File: src/rtl/mult_operand_sequencer_pkg.sv
// mult_operand_sequencer_pkg: shared widths, constants and state type for the sweep multiplier front end.
//   DW       operand width, bit DW-1 is the sign
//   DW_2     product / shifted multiplicand width
//   MIN_NEG  the one operand value whose magnitude does not fit in DW-1 bits
package mult_operand_sequencer_pkg;

    localparam int DW   = 8;
    localparam int DW_2 = 2 * DW;

    localparam logic [DW-1:0] ONE      = {{(DW-1){1'b0}}, 1'b1};
    localparam logic [DW-1:0] ZERO     = '0;
    localparam logic          BIT_ZERO = 1'b0;
    localparam logic [DW-1:0] MIN_NEG  = {1'b1, {(DW-1){1'b0}}};

    typedef enum logic [1:0] {IDLE, LOAD, RUN, DONE} seq_state_e;

    function automatic logic [DW_2-1:0] zext_mag(input logic [DW-2:0] m);
        return {{(DW_2-DW+1){1'b0}}, m};
    endfunction

endpackage

File: src/rtl/mult_operand_sequencer_abs.sv
// abs_value: combinational sign-magnitude split of one signed operand.
//   x        in   DW    signed operand
//   mag      out  DW-1  magnitude, truncated (MIN_NEG yields 0)
//   is_min   out  1     operand equals MIN_NEG
//   is_zero  out  1     operand equals 0
module abs_value
    import mult_operand_sequencer_pkg::*;
(
    input  logic [DW-1:0] x,
    output logic [DW-2:0] mag,
    output logic          is_min,
    output logic          is_zero
);

    // Only the low DW-1 bits of the two's-complement negation are kept,
    // so negating the low bits alone gives the same truncated magnitude.
    always_comb begin
        mag     = x[DW-1] ? (~x[DW-2:0] + ONE[DW-2:0]) : x[DW-2:0];
        is_min  = (x == MIN_NEG);
        is_zero = (x == ZERO);
    end

endmodule

File: src/rtl/mult_operand_sequencer.sv
// mult_operand_sequencer: operand capture and control sequencer feeding the sweep adder stage.
//   clk           in   1     system clock
//   rst           in   1     synchronous active-low reset
//   start         in   1     begin a multiplication (honoured in IDLE and DONE)
//   multiplier    in   DW    signed operand A
//   multiplicand  in   DW    signed operand B
//   adder_done    in   1     adder stage has swept all multiplier bits
//   l_s           out  1     adder clear pulse
//   permit        out  1     adder sweep enable / result hold
//   rgstr1        out  DW    |A| with MSB 0
//   rgstr2        out  DW_2  |B| zero-extended, shifted left each sweep cycle
//   sign          out  1     product sign
//   out_of_range  out  1     an operand was MIN_NEG
//   busy          out  1     in LOAD or RUN
//   ready         out  1     in DONE, adder product valid
module mult_operand_sequencer
    import mult_operand_sequencer_pkg::*;
(
    input  logic            clk,
    input  logic            rst,
    input  logic            start,
    input  logic [DW-1:0]   multiplier,
    input  logic [DW-1:0]   multiplicand,
    input  logic            adder_done,
    output logic            l_s,
    output logic            permit,
    output logic [DW-1:0]   rgstr1,
    output logic [DW_2-1:0] rgstr2,
    output logic            sign,
    output logic            out_of_range,
    output logic            busy,
    output logic            ready
);

    logic [DW-2:0] mag_a, mag_b;
    logic          min_a, min_b, zero_a, zero_b;

    abs_value u_abs_a (.x(multiplier),   .mag(mag_a), .is_min(min_a), .is_zero(zero_a));
    abs_value u_abs_b (.x(multiplicand), .mag(mag_b), .is_min(min_b), .is_zero(zero_b));

    seq_state_e      state_q, state_d;
    logic [DW-1:0]   rgstr1_q, rgstr1_d;
    logic [DW_2-1:0] rgstr2_q, rgstr2_d;
    logic            sign_q, sign_d;
    logic            oor_q, oor_d;
    logic            l_s_q, l_s_d;
    logic            permit_q, permit_d;
    logic            busy_q, busy_d;
    logic            ready_q, ready_d;
    logic            capture;

    always_comb begin
        capture  = start && (state_q == IDLE || state_q == DONE);
        state_d  = (state_q == LOAD) ? RUN :
                   (state_q == RUN)  ? (adder_done ? DONE : RUN) :
                   capture           ? LOAD : state_q;
        rgstr1_d = capture ? {BIT_ZERO, mag_a} : rgstr1_q;
        // Shift stops on the cycle adder_done is seen, freezing the last sweep value.
        rgstr2_d = capture ? zext_mag(mag_b) :
                   (state_q == RUN && !adder_done) ? rgstr2_q << 1 : rgstr2_q;
        // A zero operand forces a positive zero product regardless of the other sign.
        sign_d   = capture ? (!zero_a && !zero_b && (multiplier[DW-1] ^ multiplicand[DW-1])) : sign_q;
        oor_d    = capture ? (min_a || min_b) : oor_q;
        // Outputs are decoded from the next state so they are registered yet aligned with state.
        l_s_d    = (state_d == LOAD);
        permit_d = (state_d == RUN) || (state_d == DONE);
        busy_d   = (state_d == LOAD) || (state_d == RUN);
        ready_d  = (state_d == DONE);
    end

    always_ff @(posedge clk) begin
        if (!rst) begin
            state_q  <= IDLE;
            rgstr1_q <= '0;
            rgstr2_q <= '0;
            sign_q   <= 1'b0;
            oor_q    <= 1'b0;
            l_s_q    <= 1'b0;
            permit_q <= 1'b0;
            busy_q   <= 1'b0;
            ready_q  <= 1'b0;
        end else begin
            state_q  <= state_d;
            rgstr1_q <= rgstr1_d;
            rgstr2_q <= rgstr2_d;
            sign_q   <= sign_d;
            oor_q    <= oor_d;
            l_s_q    <= l_s_d;
            permit_q <= permit_d;
            busy_q   <= busy_d;
            ready_q  <= ready_d;
        end
    end

    assign l_s          = l_s_q;
    assign permit       = permit_q;
    assign rgstr1       = rgstr1_q;
    assign rgstr2       = rgstr2_q;
    assign sign         = sign_q;
    assign out_of_range = oor_q;
    assign busy         = busy_q;
    assign ready        = ready_q;

endmodule

File: config.mk
export PLATFORM = sky130hd
export DESIGN_NAME = mult_operand_sequencer
export DESIGN_NICKNAME = d
export VERILOG_FILES = /design/src/rtl/mult_operand_sequencer_pkg.sv /design/src/rtl/mult_operand_sequencer_abs.sv /design/src/rtl/mult_operand_sequencer.sv
export SDC_FILE = /design/constraint.sdc
export NUM_CORES = 1
export LEC_CHECK = 0
export BUFFER_PORTS_ARGS = -buffer_cell sky130_fd_sc_hd__buf_4
export CORE_MARGIN = 2
export CORE_UTILIZATION = 53
export DETAILED_ROUTE_END_ITERATION = 7
export PLACE_DENSITY_LB_ADDON = 0.08
export SETUP_SLACK_MARGIN = 0.2
export SYNTH_ARGS = -nofsm -noshare
export SYNTH_HDL_FRONTEND = slang
export SYNTH_SLANG_ARGS = --single-unit
File: constraint.sdc
create_clock -name clk -period 3.8 [get_ports clk]
set_clock_uncertainty 0.05 [all_clocks]
set_input_delay 0.19 -clock clk [delete_from_list [all_inputs] [get_ports clk]]
set_output_delay 0.19 -clock clk [all_outputs]
set_load 0.005 [all_outputs]
# Yosys cells after proc, flatten, opt, wreduce, memory -nomap -nowiden
# Index checks and enable logic that the tools add are counted.
dict set report op_classes {
  add_sub_neg 2
  n_eq_ne 8
  n_mux 8
  n_bitwise 4
  n_reduce_logical 16
}
# cell count
set ops {}
lappend ops {{7-bit 2-to-1 mux} 4}
lappend ops {{8-bit equality test (second input constant)} 2}
lappend ops {{8-bit zero test} 2}
lappend ops {{7-bit by 1-bit adder with 7-bit output (second input constant)} 2}
lappend ops {{7-bit NOT} 2}
lappend ops {{2-bit equality test (second input constant)} 4}
lappend ops {{2-bit 2-to-1 mux} 3}
lappend ops {{2-bit by 1-bit equality test with 1-bit output (second input constant)} 2}
lappend ops {{1-bit logical AND} 4}
lappend ops {{1-bit logical OR} 4}
lappend ops {{1-bit zero test} 3}
lappend ops {{2-bit zero test} 1}
lappend ops {{2-bit nonzero test} 1}
lappend ops {{2-bit OR reduction} 1}
lappend ops {{1-bit 2-to-1 mux} 1}
lappend ops {{1-bit NOT} 1}
lappend ops {{1-bit bitwise XOR} 1}
dict set report word_totals {
  ff_bits 31
  input_bits 20
  output_inout_bits 30
}

# Depth between registers and ports, before layout
dict set report depth {
  depth_word 8
  ltp_mapped 10
}

# Modules after synthesis
# A second synthesis with hierarchy kept.
dict set report unflattened {
  cells_unflattened 194
  hier_area_um2 1572.8
}
# mod instances cells_per_inst area_per_inst_um2
set modules_own_cells {}
lappend modules_own_cells {mult_operand_sequencer 1 148 1237.4}
lappend modules_own_cells {abs_value 2 23 167.7}

# Least setup slack after synthesis
# Ideal clock, no wire load.
dict set report synth_path {
  kind {reg2reg}
  from {register state_q[0]}
  to {register permit_q, in the netlist permit}
  setup_time_ns 0.128
  arrival_ns 1.787
  t_required_ns 3.622
  setup_slack_ns 1.836
  path_stages_with_launch 11
  n_path_buf 1
  period_less_slack_ns 1.964
  path_cell_list {dfxtp_1 inv_1 ha_1 and2_1 clkbuf_1 nor3_1 nor3_1 inv_1 ha_1 nor2_1 nor2_1}
}
dict set report synth_between {
  elab_chain_cells 8
  word_cells_on_any_way 12
  cone_classes {eq/ne (5); mux (3); reduce/logical (4)}
}
# item line
set synth_lines {}
lappend synth_lines {{start: declaration} mult_operand_sequencer.sv:41} ;# seq_state_e state_q, state_d;
lappend synth_lines {{start signal: assignment} mult_operand_sequencer.sv:83} ;# state_q <= state_d;
lappend synth_lines {{2-bit equality test / 2-bit zero test (equally long branches)} mult_operand_sequencer.sv:53} ;# capture = start && (state_q == IDLE || state_q == DONE);
lappend synth_lines {{1-bit logical OR} mult_operand_sequencer.sv:53}
lappend synth_lines {{1-bit logical AND} mult_operand_sequencer.sv:53}
lappend synth_lines {{2-bit 2-to-1 mux} mult_operand_sequencer.sv:56} ;# capture ? LOAD : state_q;
lappend synth_lines {{2-bit 2-to-1 mux} mult_operand_sequencer.sv:55} ;# (state_q == RUN) ? (adder_done ? DONE : RUN) :
lappend synth_lines {{2-bit 2-to-1 mux *} mult_operand_sequencer.sv:54} ;# state_d = (state_q == LOAD) ? RUN :
lappend synth_lines {{net state_d[0]} mult_operand_sequencer.sv:41}
lappend synth_lines {{2-bit equality test} mult_operand_sequencer.sv:66} ;# permit_d = (state_d == RUN) || (state_d == DONE);
lappend synth_lines {{1-bit logical OR *} mult_operand_sequencer.sv:66}
lappend synth_lines {{end signal: assignment} mult_operand_sequencer.sv:89} ;# permit_q <= permit_d;
lappend synth_lines {{end: declaration} mult_operand_sequencer.sv:47} ;# logic permit_q, permit_d;
# Mark *: on every way through the listed nets, which the timed path passes. The rest lies on a longest branch.
# A chain may end at the register's enable or synchronous reset.

# Worst setup path in the final report
# Ends and elaborated chain as after synthesis.

==> impl_metrics.yaml <==
worst_setup_path:
  crit_family: "simple AND/OR/NAND/NOR gates"
  reg2reg_slack_ns: 1.84
  critPathMaxFanout: 3
  slowest_delay_ns: 0.38
  cp.buffers_inverters: 2
  cp-end-kind: "flip-flop"
  path_class: "reg2reg"
  crit_required_ns: 3.97
  cp_slowest_cell: "nor3_1"
  crit_arrival_ns: 2.14
  crit_chain: "inv_1, ha_1, and2_1, nor3_1, nor3_1, inv_1, ha_1, nor2_1, nor2_1"
  start_kind: "flip-flop"
detailed_routing:
  vias: 1365
  first_iter_violations: 27
  drtAntennaViolNets: 0
  wl_per_cell_um: 12.9
  wirelength_mm: 3.32
  drt_pre_antenna_iters: 4
  route.detailed.drc: 0
  routed_via_density: 5.31
run_status:
  status: "completed"
hold_path:
  min_path_type: "in2reg"
timing:
  relSlewSlack_pct: 64.5
  finalMaxSlewViolations: 0
  hold_ws_ns: 0.0666
  hold_violations: 0
  fmax_mhz: 509
  tightest_slew_ns: 0.532
  setup_viol: 0
  min_period_ns: 1.96
  setup_ws_ns: 1.84
  rsz0062_at_grt: "false"
  fin_setup_tns_ns: 0
  post-route-period-util_pct: 51.7
placement:
  portBuffers: 48
  dp_slack_ns: 1.90
  place_inst: 249
  place_congestion: 0.784
  placed_area_um2: 1840
  hpwl_mm: 2.49
synth:
  yosys-top-cells-area: "dfxtp_1, nand2_1, a21oi_1"
  synth_common_cells: "dfxtp_1, nand2_1, a21oi_1"
  synth_edf_count: 0
  synthesis.nets: 205
  ys_seq_elements: 31
  yosysSeqAreaShare_pct: 42.2
  synth_largest_area_cell: "dfxtp_1"
  synth-async-reset-ratio_pct: 0
  synth_cell_type_count: 31
  synth_most_common_cell: "dfxtp_1"
  yosys_most_used_dff: "dfxtp_1"
  syn_inst: 178
  syn_avg_cell_area_um2: 8.26
  synth_top_area_share_pct: 42.2
  yosysWarningCount: 0
  syn_area_um2: 1470
floorplan:
  io_pins: 50
  fp-row-count: 19
  fp.dieH_um: 56.7
  chipWidth_um: 56.7
  coreArea_um2: 2690
  initial_core_util_pct: 54.7
  die_area_um2: 3210
cells_and_area:
  areaGrowthSynthToFinish_pct: 31.2
  nNetsFinal: 252
  fill_cells: 230
  insertedDiodeCount: 0
  drive_gt1_share_pct: 28.8
  fin_area_um2: 1930
  finalNonFillerCells: 257
power:
  p_leak_nw: 0.870
  p_per_area_nw_per_um2: 600
  ir_worst_vdd_mv: 0.506
grt:
  grt_overflow: 0
  grt_pass1_wl_mm: 5.46
  grtUsageTotal_pct: 22.3
  grt_max_degree: 27
  antenna_found_initial: 0
  grt_pass1_vias: 1275
clock_network:
  clkTransAtPathRegs_ns: 0.10
  numCtsBuffers: 5
  cts_sinks: 31
  clock_path_buffers: 2
  cts_hold_buf: 0
  cts_tree: "done"
  cts_resized: 0
  cts_setup_buffers: 0
  clockRootBuffer: "clkbuf_4"
  cts-htree-levels: 2
  insertion_delay_ns: 0.34
job:
  cap_violations: 0
## worst min-delay path, delay by kind of cell
| kind | cells | cell delay, ns |
|---|---|---|
| buffers and inverters | 1 | 0.12 |
| AND/OR/NAND/NOR | 1 | 0.05 |
| AO/OA/AOI/OAI | 1 | 0.05 |
## final cells by class
class	instances	area (um^2)	share of cell area [%]
multi-input cells	126	767	39.8
clock buffers	6	51.3	2.66
repair buffers	50	375	19.5
well taps	31	38.8	2.01
flip-flops and latches	31	621	32.2
inverters	11	41.3	2.14
clock inverters	2	35.0	1.82
## cell families after synthesis
kind of cell | synth area share [%]
buf+inv | 5.62
fa+ha+maj | 5.96
simple gates | 19.6
mux | 2.98
other cells | 0.255
compound gates | 18.6
xor+xnor | 4.77
flops | 42.2
## stage by stage
step	util [%]	power, W
global placement	68.6	0.000867
floorplan	-	0.000695
detailed placement	68.6	0.000892
CTS	71.8	0.00117
finish	71.8	0.00116
global route	71.8	0.00123
## sequential cells by signal (all words and copies together) (netlist names)
signal and cells:
rgstr2 16, rgstr1 7, state_q 2, busy 1
l_s 1, out_of_range 1, permit 1, ready 1
sign 1
## power by group
group          total, W  switching, W  internal, W
Combinational  0.000424      0.000211     0.000213
Clock          0.000274      0.000118     0.000155
Sequential     0.000460     0.0000495     0.000411
Total           0.00116      0.000379     0.000779
## metal layers
layer | wire length, um | up-vias | global-route usage (%)
met5 | 0 | - | 0
li1 | - | 701 | -
met4 | 65 | 0 | 9.18
met3 | 172 | 7 | 6.45
met1 | 1300 | 617 | 21.3
met2 | 1780 | 40 | 43.4
## final timing paths
check	from	depth (start not counted)	to
worst max register to register	state_q[0]$_SDFF_PN0_	9	permit$_SDFF_PN0_
worst max-delay path	state_q[0]$_SDFF_PN0_	9	permit$_SDFF_PN0_
worst min register to register	rgstr2[8]$_SDFFE_PP0P_	2	rgstr2[9]$_SDFFE_PP0P_
worst min-delay path	multiplicand[0]	3	rgstr2[0]$_SDFFE_PN0P_
## cells in the final DEF (no fill, tap or decap), types with 2 or more instances in the layout
cell type,synthesis,routed
a211oi_1,3,3
a21oi_1,18,18
a311oi_1,4,4
and2_1,3,3
buf_4,1,50
clkbuf_4,0,5
dfxtp_1,31,31
ha_1,7,7
inv_1,11,11
mux2_2,3,3
nand2_1,30,30
nand2b_1,3,3
nand3_1,3,3
nor2_1,12,12
nor3_1,2,2
o211a_1,2,2
o21ai_0,11,11
o31ai_1,4,4
or3_1,3,3
or3_4,2,2
xnor2_1,3,3
xor2_1,5,5
Note: power is estimated with default switching activity, not from simulation.
